[src/rtl/phase_square_gen_pkg.sv]
// Shared constants, FSM state type and phase-word helper for the phase_square_gen block.
// Combinational only; no latency, no flow control.
package phase_pkg;

  localparam int unsigned F_CLK       = 100_000_000;
  localparam logic [31:0] PHASE_SCALE = 32'd11930465;  // round(2^32 / 360)
  localparam logic [15:0] MAX_DEG     = 16'd359;

  typedef enum logic [1:0] {
    IDLE,
    CHECK,
    DIV,
    APPLY
  } state_e;

  // Only called on degrees already checked against MAX_DEG, so 9 bits suffice.
  function automatic logic [31:0] deg_to_word(input logic [15:0] deg);
    return {23'd0, deg[8:0]} * PHASE_SCALE;
  endfunction

endpackage

[src/rtl/phase_square_gen_if.sv]
// Configuration request channel: valid/ready accept of frequency and phase, plus reject pulse.
// Master holds cfg_valid until it sees cfg_ready; data need only be valid in the accept cycle.
interface phase_square_gen_if;

  logic        cfg_valid;
  logic        cfg_ready;
  logic [31:0] f_signal;
  logic [15:0] phase_deg;
  logic        cfg_err;

  modport master (
    output cfg_valid,
    output f_signal,
    output phase_deg,
    input  cfg_ready,
    input  cfg_err
  );

  modport slave (
    input  cfg_valid,
    input  f_signal,
    input  phase_deg,
    output cfg_ready,
    output cfg_err
  );

endinterface

[src/rtl/phase_square_gen_tw_divider.sv]
// Restoring divider: floor((i_num_hi << 32) / DIVISOR), one quotient bit per cycle, 64 cycles.
// o_last flags the final iteration; o_quot holds the result from the following cycle; i_start restarts.
module tw_divider
  import phase_pkg::*;
#(
  parameter int unsigned DIVISOR = F_CLK
) (
  input  logic        clk,
  input  logic        rst,
  input  logic        i_start,
  input  logic [31:0] i_num_hi,
  output logic        o_last,
  output logic [31:0] o_quot
);

  localparam logic [32:0] W_DIV = 33'(DIVISOR);

  logic [31:0] r_rem;
  logic [63:0] r_sh;    // dividend bits shift out the top, quotient bits shift in the bottom
  logic [5:0]  r_cnt;
  logic        r_busy;

  logic [32:0] w_trial;
  logic [32:0] w_diff;
  logic        w_ge;

  assign w_trial = {r_rem, r_sh[63]};
  assign w_diff  = w_trial - W_DIV;
  assign w_ge    = (w_trial >= W_DIV);

  always_ff @(posedge clk) begin
    if (rst) begin
      r_rem  <= '0;
      r_sh   <= '0;
      r_cnt  <= '0;
      r_busy <= 1'b0;
    end else if (i_start) begin
      r_rem  <= '0;
      r_sh   <= {i_num_hi, 32'd0};
      r_cnt  <= '0;
      r_busy <= 1'b1;
    end else if (r_busy) begin
      r_rem  <= w_ge ? w_diff[31:0] : w_trial[31:0];
      r_sh   <= {r_sh[62:0], w_ge};
      r_cnt  <= r_cnt + 6'd1;
      if (r_cnt == 6'd63) begin
        r_busy <= 1'b0;
      end
    end
  end

  assign o_last = r_busy && (r_cnt == 6'd63);
  assign o_quot = r_sh[31:0];

endmodule

[src/rtl/phase_square_gen.sv]
// Dual square-wave NCO with programmable frequency and phase lag; outputs registered, 1 cycle behind acc.
// Config accept to apply takes 66 cycles (2 when f=0); cfg_ready is low while a request is in flight.
module phase_square_gen
  import phase_pkg::*;
#(
  parameter int unsigned CLK_HZ = F_CLK,
  parameter int          ACC_W  = 32
) (
  input  logic               clk,
  input  logic               rst,
  phase_square_gen_if.slave  cfg,
  output logic               square_wave_1,
  output logic               square_wave_2,
  output logic               period_tick
);

  localparam logic [31:0] F_MAX = 32'(CLK_HZ / 2);

  state_e r_state;
  state_e w_state_nxt;

  logic [31:0]      r_f;
  logic [15:0]      r_deg;
  logic [31:0]      r_pw_pend;
  logic [ACC_W-1:0] r_acc;
  logic [ACC_W-1:0] r_tuning;
  logic [ACC_W-1:0] r_phase_word;

  logic             w_bad;
  logic             w_start;
  logic             w_apply;
  logic             w_div_last;
  logic [31:0]      w_quot;
  logic [ACC_W:0]   w_sum;
  logic [ACC_W-1:0] w_lag;

  tw_divider #(
    .DIVISOR (CLK_HZ)
  ) u_div (
    .clk      (clk),
    .rst      (rst),
    .i_start  (w_start),
    .i_num_hi (r_f),
    .o_last   (w_div_last),
    .o_quot   (w_quot)
  );

  assign w_bad = (r_deg > MAX_DEG) || (r_f > F_MAX);

  always_ff @(posedge clk) begin
    if (rst) begin
      r_state <= IDLE;
    end else begin
      r_state <= w_state_nxt;
    end
  end

  always_comb begin
    w_state_nxt   = r_state;
    cfg.cfg_ready = 1'b0;
    cfg.cfg_err   = 1'b0;
    w_start       = 1'b0;
    w_apply       = 1'b0;
    case (r_state)
      IDLE: begin
        cfg.cfg_ready = 1'b1;
        if (cfg.cfg_valid) begin
          w_state_nxt = CHECK;
        end
      end
      CHECK: begin
        if (w_bad) begin
          cfg.cfg_err = 1'b1;
          w_state_nxt = IDLE;
        end else if (r_f == 32'd0) begin
          w_state_nxt = APPLY;
        end else begin
          w_start     = 1'b1;
          w_state_nxt = DIV;
        end
      end
      DIV: begin
        if (w_div_last) begin
          w_state_nxt = APPLY;
        end
      end
      APPLY: begin
        w_apply     = 1'b1;
        w_state_nxt = IDLE;
      end
      default: w_state_nxt = IDLE;
    endcase
  end

  assign w_sum = {1'b0, r_acc} + {1'b0, r_tuning};
  assign w_lag = r_acc - r_phase_word;

  always_ff @(posedge clk) begin
    if (rst) begin
      r_f           <= '0;
      r_deg         <= '0;
      r_pw_pend     <= '0;
      r_acc         <= '0;
      r_tuning      <= '0;
      r_phase_word  <= '0;
      square_wave_1 <= 1'b0;
      square_wave_2 <= 1'b0;
      period_tick   <= 1'b0;
    end else begin
      if (r_state == IDLE && cfg.cfg_valid) begin
        r_f   <= cfg.f_signal;
        r_deg <= cfg.phase_deg;
      end
      if (r_state == CHECK) begin
        r_pw_pend <= deg_to_word(r_deg);
      end
      // Loading a new setting restarts the waveform from zero and suppresses any wrap tick.
      if (w_apply) begin
        r_acc        <= '0;
        r_tuning     <= (r_f == 32'd0) ? '0 : w_quot;
        r_phase_word <= r_pw_pend;
        period_tick  <= 1'b0;
      end else begin
        r_acc       <= w_sum[ACC_W-1:0];
        period_tick <= w_sum[ACC_W];
      end
      square_wave_1 <= r_acc[ACC_W-1];
      square_wave_2 <= w_lag[ACC_W-1];
    end
  end

endmodule

[src/flat_wrapper.sv]
// flat-port wrapper written by rule: the top's interface ports become plain ports
module phase_square_gen_flat import phase_pkg::*;
#(
  parameter int unsigned CLK_HZ = F_CLK,
  parameter int          ACC_W  = 32
)
  (clk, rst, square_wave_1, square_wave_2, period_tick, cfg_cfg_valid, cfg_f_signal, cfg_phase_deg, cfg_cfg_ready, cfg_cfg_err);
  phase_square_gen_if cfg_i ();
  input  logic clk;
  input  logic rst;
  output logic square_wave_1;
  output logic square_wave_2;
  output logic period_tick;
  input wire logic [$bits(cfg_i.cfg_valid)-1:0] cfg_cfg_valid;
  input wire logic [$bits(cfg_i.f_signal)-1:0] cfg_f_signal;
  input wire logic [$bits(cfg_i.phase_deg)-1:0] cfg_phase_deg;
  output wire logic [$bits(cfg_i.cfg_ready)-1:0] cfg_cfg_ready;
  output wire logic [$bits(cfg_i.cfg_err)-1:0] cfg_cfg_err;
  assign cfg_i.cfg_valid = cfg_cfg_valid;
  assign cfg_i.f_signal = cfg_f_signal;
  assign cfg_i.phase_deg = cfg_phase_deg;
  assign cfg_cfg_ready = cfg_i.cfg_ready;
  assign cfg_cfg_err = cfg_i.cfg_err;
  phase_square_gen #(.CLK_HZ(CLK_HZ), .ACC_W(ACC_W)) u_core (.clk(clk), .rst(rst), .cfg(cfg_i), .square_wave_1(square_wave_1), .square_wave_2(square_wave_2), .period_tick(period_tick));
endmodule
[config.mk]
export PLATFORM = sky130hd
export DESIGN_NAME = phase_square_gen_flat
export DESIGN_NICKNAME = d
export VERILOG_FILES = /design/src/rtl/phase_square_gen_pkg.sv /design/src/rtl/phase_square_gen_if.sv /design/src/rtl/phase_square_gen_tw_divider.sv /design/src/rtl/phase_square_gen.sv /design/src/flat_wrapper.sv
export SDC_FILE = /design/constraint.sdc
export NUM_CORES = 1
export LEC_CHECK = 0
export ABC_AREA = 1
export CAP_MARGIN = 10
export CORE_ASPECT_RATIO = 1.25
export CORE_UTILIZATION = 55
export DETAILED_ROUTE_END_ITERATION = 12
export GPL_ROUTABILITY_DRIVEN = 0
export MAX_ROUTING_LAYER = met4
export PLACE_DENSITY_LB_ADDON = 0.25
export SYNTH_ARGS = -nofsm -noshare
export SYNTH_HDL_FRONTEND = slang
export SYNTH_SLANG_ARGS = --single-unit
[constraint.sdc]
create_clock -name clk -period 4.75 [get_ports clk]
set_clock_uncertainty 0.1 [all_clocks]
set_input_delay 0.95 -clock clk [delete_from_list [all_inputs] [get_ports clk]]
set_output_delay 0.95 -clock clk [all_outputs]
set_load 0.02 [all_outputs]
Word level (Yosys, flattened, before mapping)
Index checks and enable logic that the tools add are counted.
- bits in registers: 284
- input bits: 51
- word-level logic and storage cells: 57
- $add $sub $neg: 4
- $mul: 1
- order comparisons: 3
- eq/ne operators: 6
- multiplexer cells: 19
- reduce and logical (&&, ||, !) cells: 9
- operators with widths (cell ; count):
    $mux 64 ; 2
    $mux 32 ; 2
    $add 32x32->33 ; 1
    $ge 33x27->1 const B ; 1
    $gt 32x26->1 const B ; 1
    $logic_not 32->1 ; 1
    $mul 9x24->32 const B ; 1
    $sub 32x27->32 const B ; 1
    $sub 32x32->32 ; 1
    $gt 16x9->1 const B ; 1
    $mux 1 ; 11
    $pmux 2 s4 ; 1
    $add 6x1->6 const B ; 1
    $eq 6x6->1 const B ; 1
    $mux 2 ; 3
    $eq 2x2->1 const B ; 2
    $ne 2x2->1 const B ; 2
    $reduce_or 2->1 ; 2
    $eq 2x1->1 const B ; 1
    $logic_and 1x1->1 ; 2
    $logic_not 2->1 ; 1
    $reduce_and 2->1 ; 1
    $reduce_bool 2->1 ; 1
    $logic_or 1x1->1 ; 1

Depth between registers and ports, before layout
- depth after elaboration: 5
- depth in mapped cells: 22

Cells and area by module
A second synthesis with hierarchy kept.
- cells, all modules: 2439
- area, all modules: 16915.0 sq um
- modules (own cells, without submodules) (module ; times used ; cells an instance ; area each (sq um)):
    phase_square_gen ; 1 ; 1645 ; 11609.9
    tw_divider ; 1 ; 794 ; 5305.1

Worst setup path before layout
No wires, ideal clock.
- path kind: register to register
- from: register u_core.r_deg[4]
- to: register u_core.r_pw_pend[30]
- setup time: 0.115 ns
- arrival time: 3.740 ns
- slack: 0.794 ns
- stages on the path, launching flop included: 21
- cells stage by stage: dfxtp_1 -> inv_1 -> ha_1 -> fa_1 -> inv_1 -> fa_1 -> inv_1 -> fa_1 -> inv_1 -> ha_1 -> nand2_1 -> nor2_1 -> nand2_1 -> o211ai_1 -> nand2_1 -> nand2_1 -> nand2_1 -> nand2_1 -> nor2_1 -> o21ai_0 -> inv_1
- cells in the longest elaborated chain, start to end: 1
- RTL lines (item ; line ; source):
    start: declaration ; phase_square_gen.sv:23 ; logic [15:0] r_deg;
    start signal: assignment ; phase_square_gen.sv:112 ; r_deg <= cfg.phase_deg;
    $mul 9x24->32 ; phase_square_gen_pkg.sv:18 ; return {23'd0, deg[8:0]} * PHASE_SCALE;
    end signal: assignment ; phase_square_gen.sv:115 ; r_pw_pend <= deg_to_word(r_deg);
    end: declaration ; phase_square_gen.sv:24 ; logic [31:0] r_pw_pend;
No other way between the ends.
A chain may end at the register's enable or synchronous reset.

Worst setup path after layout
- from: register u_core.r_deg[7]
- to: register u_core.r_pw_pend[30]
Same word-level chain as after synthesis.

==> results.cfg <==
[clock_network]
cts_max_level = 1
cts_hold_buf = 0
post_cts_resized = 0
cts.sinks = 284
root_buffer = clkbuf_16
clk_pin_slew_worst_paths_ns = 0.07
postCtsSetupBuffers = 0
cts_buffer_depth = 3
insertion_delay_ns = 0.56
numCtsBuffers = 29
cts_tree = yes

[die]
start_util_pct = 56.2
core-area_um2 = 29400
die_w_um = 157
ios = 56
die_h_um = 196
rows = 70
die_area_um2 = 30800

[worst_setup_path]
cp_common_cell = nand2_1
cp_max_fo = 6
crit_chain = inv_1 > ha_1 > fa_1 > inv_1 > fa_1 > inv_1 > fa_1 > inv_1 > ha_1 > nand2_1 > nor2_1 > nand2_1 > o211ai_1 > nand2_1 > nand2_1 > nand2_1 > nand2_1 > nor2_1 > o21ai_0 > inv_1
worstSetupPathType = flip-flop to flip-flop
setup.worst_path.end_class = flip-flop
worst_path_largest_cell_delay_ns = 0.53
worstPathArrival_ns = 4.69
crit_path_start_kind = flip-flop
critical-path-slowest-cell = fa_1
required_ns = 5.09

[place]
dpl.cell_count = 2644
portBuffers = 55
post-dp-hpwl_um = 28400

[drt]
dr.pass1.iters = 9
drt-initial-drc-count = 920
antenna_left = 0
viasPerCell = 5.51
drcViolationCount = 0
vias = 14800
drt_wl_total_um = 39100
wl_per_cell_um = 14.5

[timing]
relSlewSlack_pct = 21.9
setup_tns_ns = 0
finalCriticalPeriod_ns = 4.35
rsz0062_at_grt = no
hold_violations = 0
fin_crit_sh_pct = 91.7
setup_viol = 0
max_freq_ghz = 0.230
worst_pin_slew_ns = 1.17
slew_viol_final = 0

[outcome]
status = finished, final reports clean

[power_and_ir_drop]
p_seq_share_pct = 41.1
cellLeakagePower_uw = 0.00763
clock_power_share_pct = 37.3
power.density_nw_per_um2 = 338
switching_share_pct = 31.0
p_int_uw = 4240
netSwitchingPower_uw = 1900
max-vdd-ir-drop_mv = 0.317
p_comb_share_pct = 21.6

[logic_synthesis]
synth_edf_count = 0
synth_compound_area_share_pct = 17.3
synthSimpleGateAreaFrac_pct = 23.5
synth_cell_types = 48
synthMuxAreaShare_pct = 0
synth_cells = 2276
synth.ff_latch_count = 284
synthXorXnorAreaFrac_pct = 2.22
yosys.area_share.adder_pct = 12.7
synth_top_area_share_pct = 34.4
synth_top_cell_by_area = dfxtp_1
synth_nets = 2479
synth_top_family_by_area = simple AND/OR/NAND/NOR gates
yosysWarnings = 0
ys_async_sr_fraction_pct = 0
synth_area_um2 = 16500
ys.flop_type = dfxtp_1
synth_seq_area_share_pct = 34.4
synth_area_leaders = dfxtp_1 34%, ha_1 9.5%, nand2_1 9.3%
syn_avg_cell_area_um2 = 7.27

[final_layout]
regArea_um2 = 5690
syn2layout_area_growth_pct = 9.99
drive_gt1_share_pct = 6.26
finalNonFillerCells = 2695
fill_cells = 2745
multi_input_area_um2 = 9250
layout_commonest_cell = nand2_1
layout.nets = 2482
final_cell_mix = 408 x nand2_1, 288 x inv_1, 283 x dfxtp_1
diodes = 0

[grt]
grt_pass1_vias = 14400
grt_pass1_wl_um = 66200
grt-ovfl-total = 0
antenna_found_initial = 0
grt_max_degree = 115
grt.total_usage_pct = 26.6

[worst_hold_path]
hp-class = flip-flop to flip-flop

[flow_run]
drv_cap = 0
cell usage after synthesis, types with 5 or more instances:
master	n
or2_2	7
nand2_1	410
o21ai_0	169
buf_1	7
clkbuf_1	63
buf_6	11
nor3_1	24
a211oi_2	15
inv_1	288
inv_2	17
nand2_2	5
xor2_1	39
a31oi_1	5
a211oi_1	23
nand3_1	157
buf_2	13
nand3b_1	8
o22ai_1	19
nor2_1	203
ha_1	125
a21oi_1	228
dfxtp_1	284
fa_1	27
a21o_1	12
nand4_1	47
a21oi_2	11
nor3_2	7
logic make-up (layout without fill, tap and decap cells):
| group | count (synthesis) | in the layout |
|---|---|---|
| buffers and inverters | 405 | 428 |
| XOR/XNOR | 42 | 42 |
| adder cells (fa/ha/maj) | 152 | 152 |
| flip-flops | 284 | 284 |
| AND/OR/NAND/NOR | 887 | 887 |
| AO/OA/AOI/OAI | 506 | 506 |
state kept, by name (all words and copies together) (netlist names), named ones only:
name	cells
u_core.square_wave_1	1
u_core.square_wave_2	1
u_core.r_tuning	32
u_core.r_acc	32
u_core.r_phase_word	32
u_core.r_deg	16
u_core.u_div.r_cnt	6
u_core.u_div.r_sh	64
u_core.r_f	32
u_core.u_div.r_busy	1
u_core.r_pw_pend	32
u_core.r_state	1
u_core.period_tick	1
u_core.u_div.r_rem	32
final timing paths:
kind / from / cells after the start / to / slack [ns]
min reg2reg: u_core.r_f[26]$_SDFFE_PP0P_ / 2 / u_core.r_f[26]$_SDFFE_PP0P_ / 0.35
min: u_core.r_f[26]$_SDFFE_PP0P_ / 2 / u_core.r_f[26]$_SDFFE_PP0P_ / 0.35
max: u_core.r_deg[7]$_SDFFE_PP0P_ / 20 / u_core.r_pw_pend[30]$_SDFFE_PP0P_ / 0.40
max reg2reg: u_core.r_deg[7]$_SDFFE_PP0P_ / 20 / u_core.r_pw_pend[30]$_SDFFE_PP0P_ / 0.40
power groups by stage:
stage	Clock [uW]	Combinational (uW)	Sequential [uW]
finish	2290	1330	2530
global placement	0	1280	2580
CTS	2330	1320	2530
global route	2450	1500	2540
floorplan	0	983	2570
detailed placement	0	1310	2580
layer usage:
| layer | track usage (%) | part of all wire [%] | routed length, um | vias up |
|---|---|---|---|---|
| met5 | - | 0 | 0 | - |
| li1 | - | - | - | 7542 |
| met2 | 47.6 | 51 | 19800 | 339 |
| met1 | 30.4 | 42 | 16400 | 6864 |
| met3 | 2.67 | 3.9 | 1520 | 100 |
| met4 | 10.0 | 3.5 | 1370 | 0 |
stage by stage:
step	worst slack, ns	total power [uW]	utilization, %	instance area [um2]	hold WS [ns]
floorplan	0.794	3550	-	16500	0.314
global placement	0.509	3860	58.6	17300	0.340
detailed placement	0.455	3890	58.6	17300	0.338
CTS	0.425	6180	61.8	18200	0.355
global route	0.0456	6490	61.8	18200	0.383
finish	0.396	6150	61.8	18200	0.354
worst max-delay path, delay by kind of cell (launching register included):
| kind | cells | cell delay, ns |
|---|---|---|
| fa+ha+maj | 5 | 2.35 |
| simple gates | 8 | 0.73 |
| flops | 1 | 0.41 |
| buf+inv | 5 | 0.32 |
| compound gates | 2 | 0.31 |
final cells by class:
class                      instances  share of cell area, %
inverter                         308                   6.35
clock buffer                      36                   4.41
clock inverter                    15                  0.797
timing repair buffer              69                   3.64
multi-input combinational       1587                   50.8
sequential                       284                   31.3
tap                              396                   2.72
Note: power is estimated with default switching activity, not from simulation.
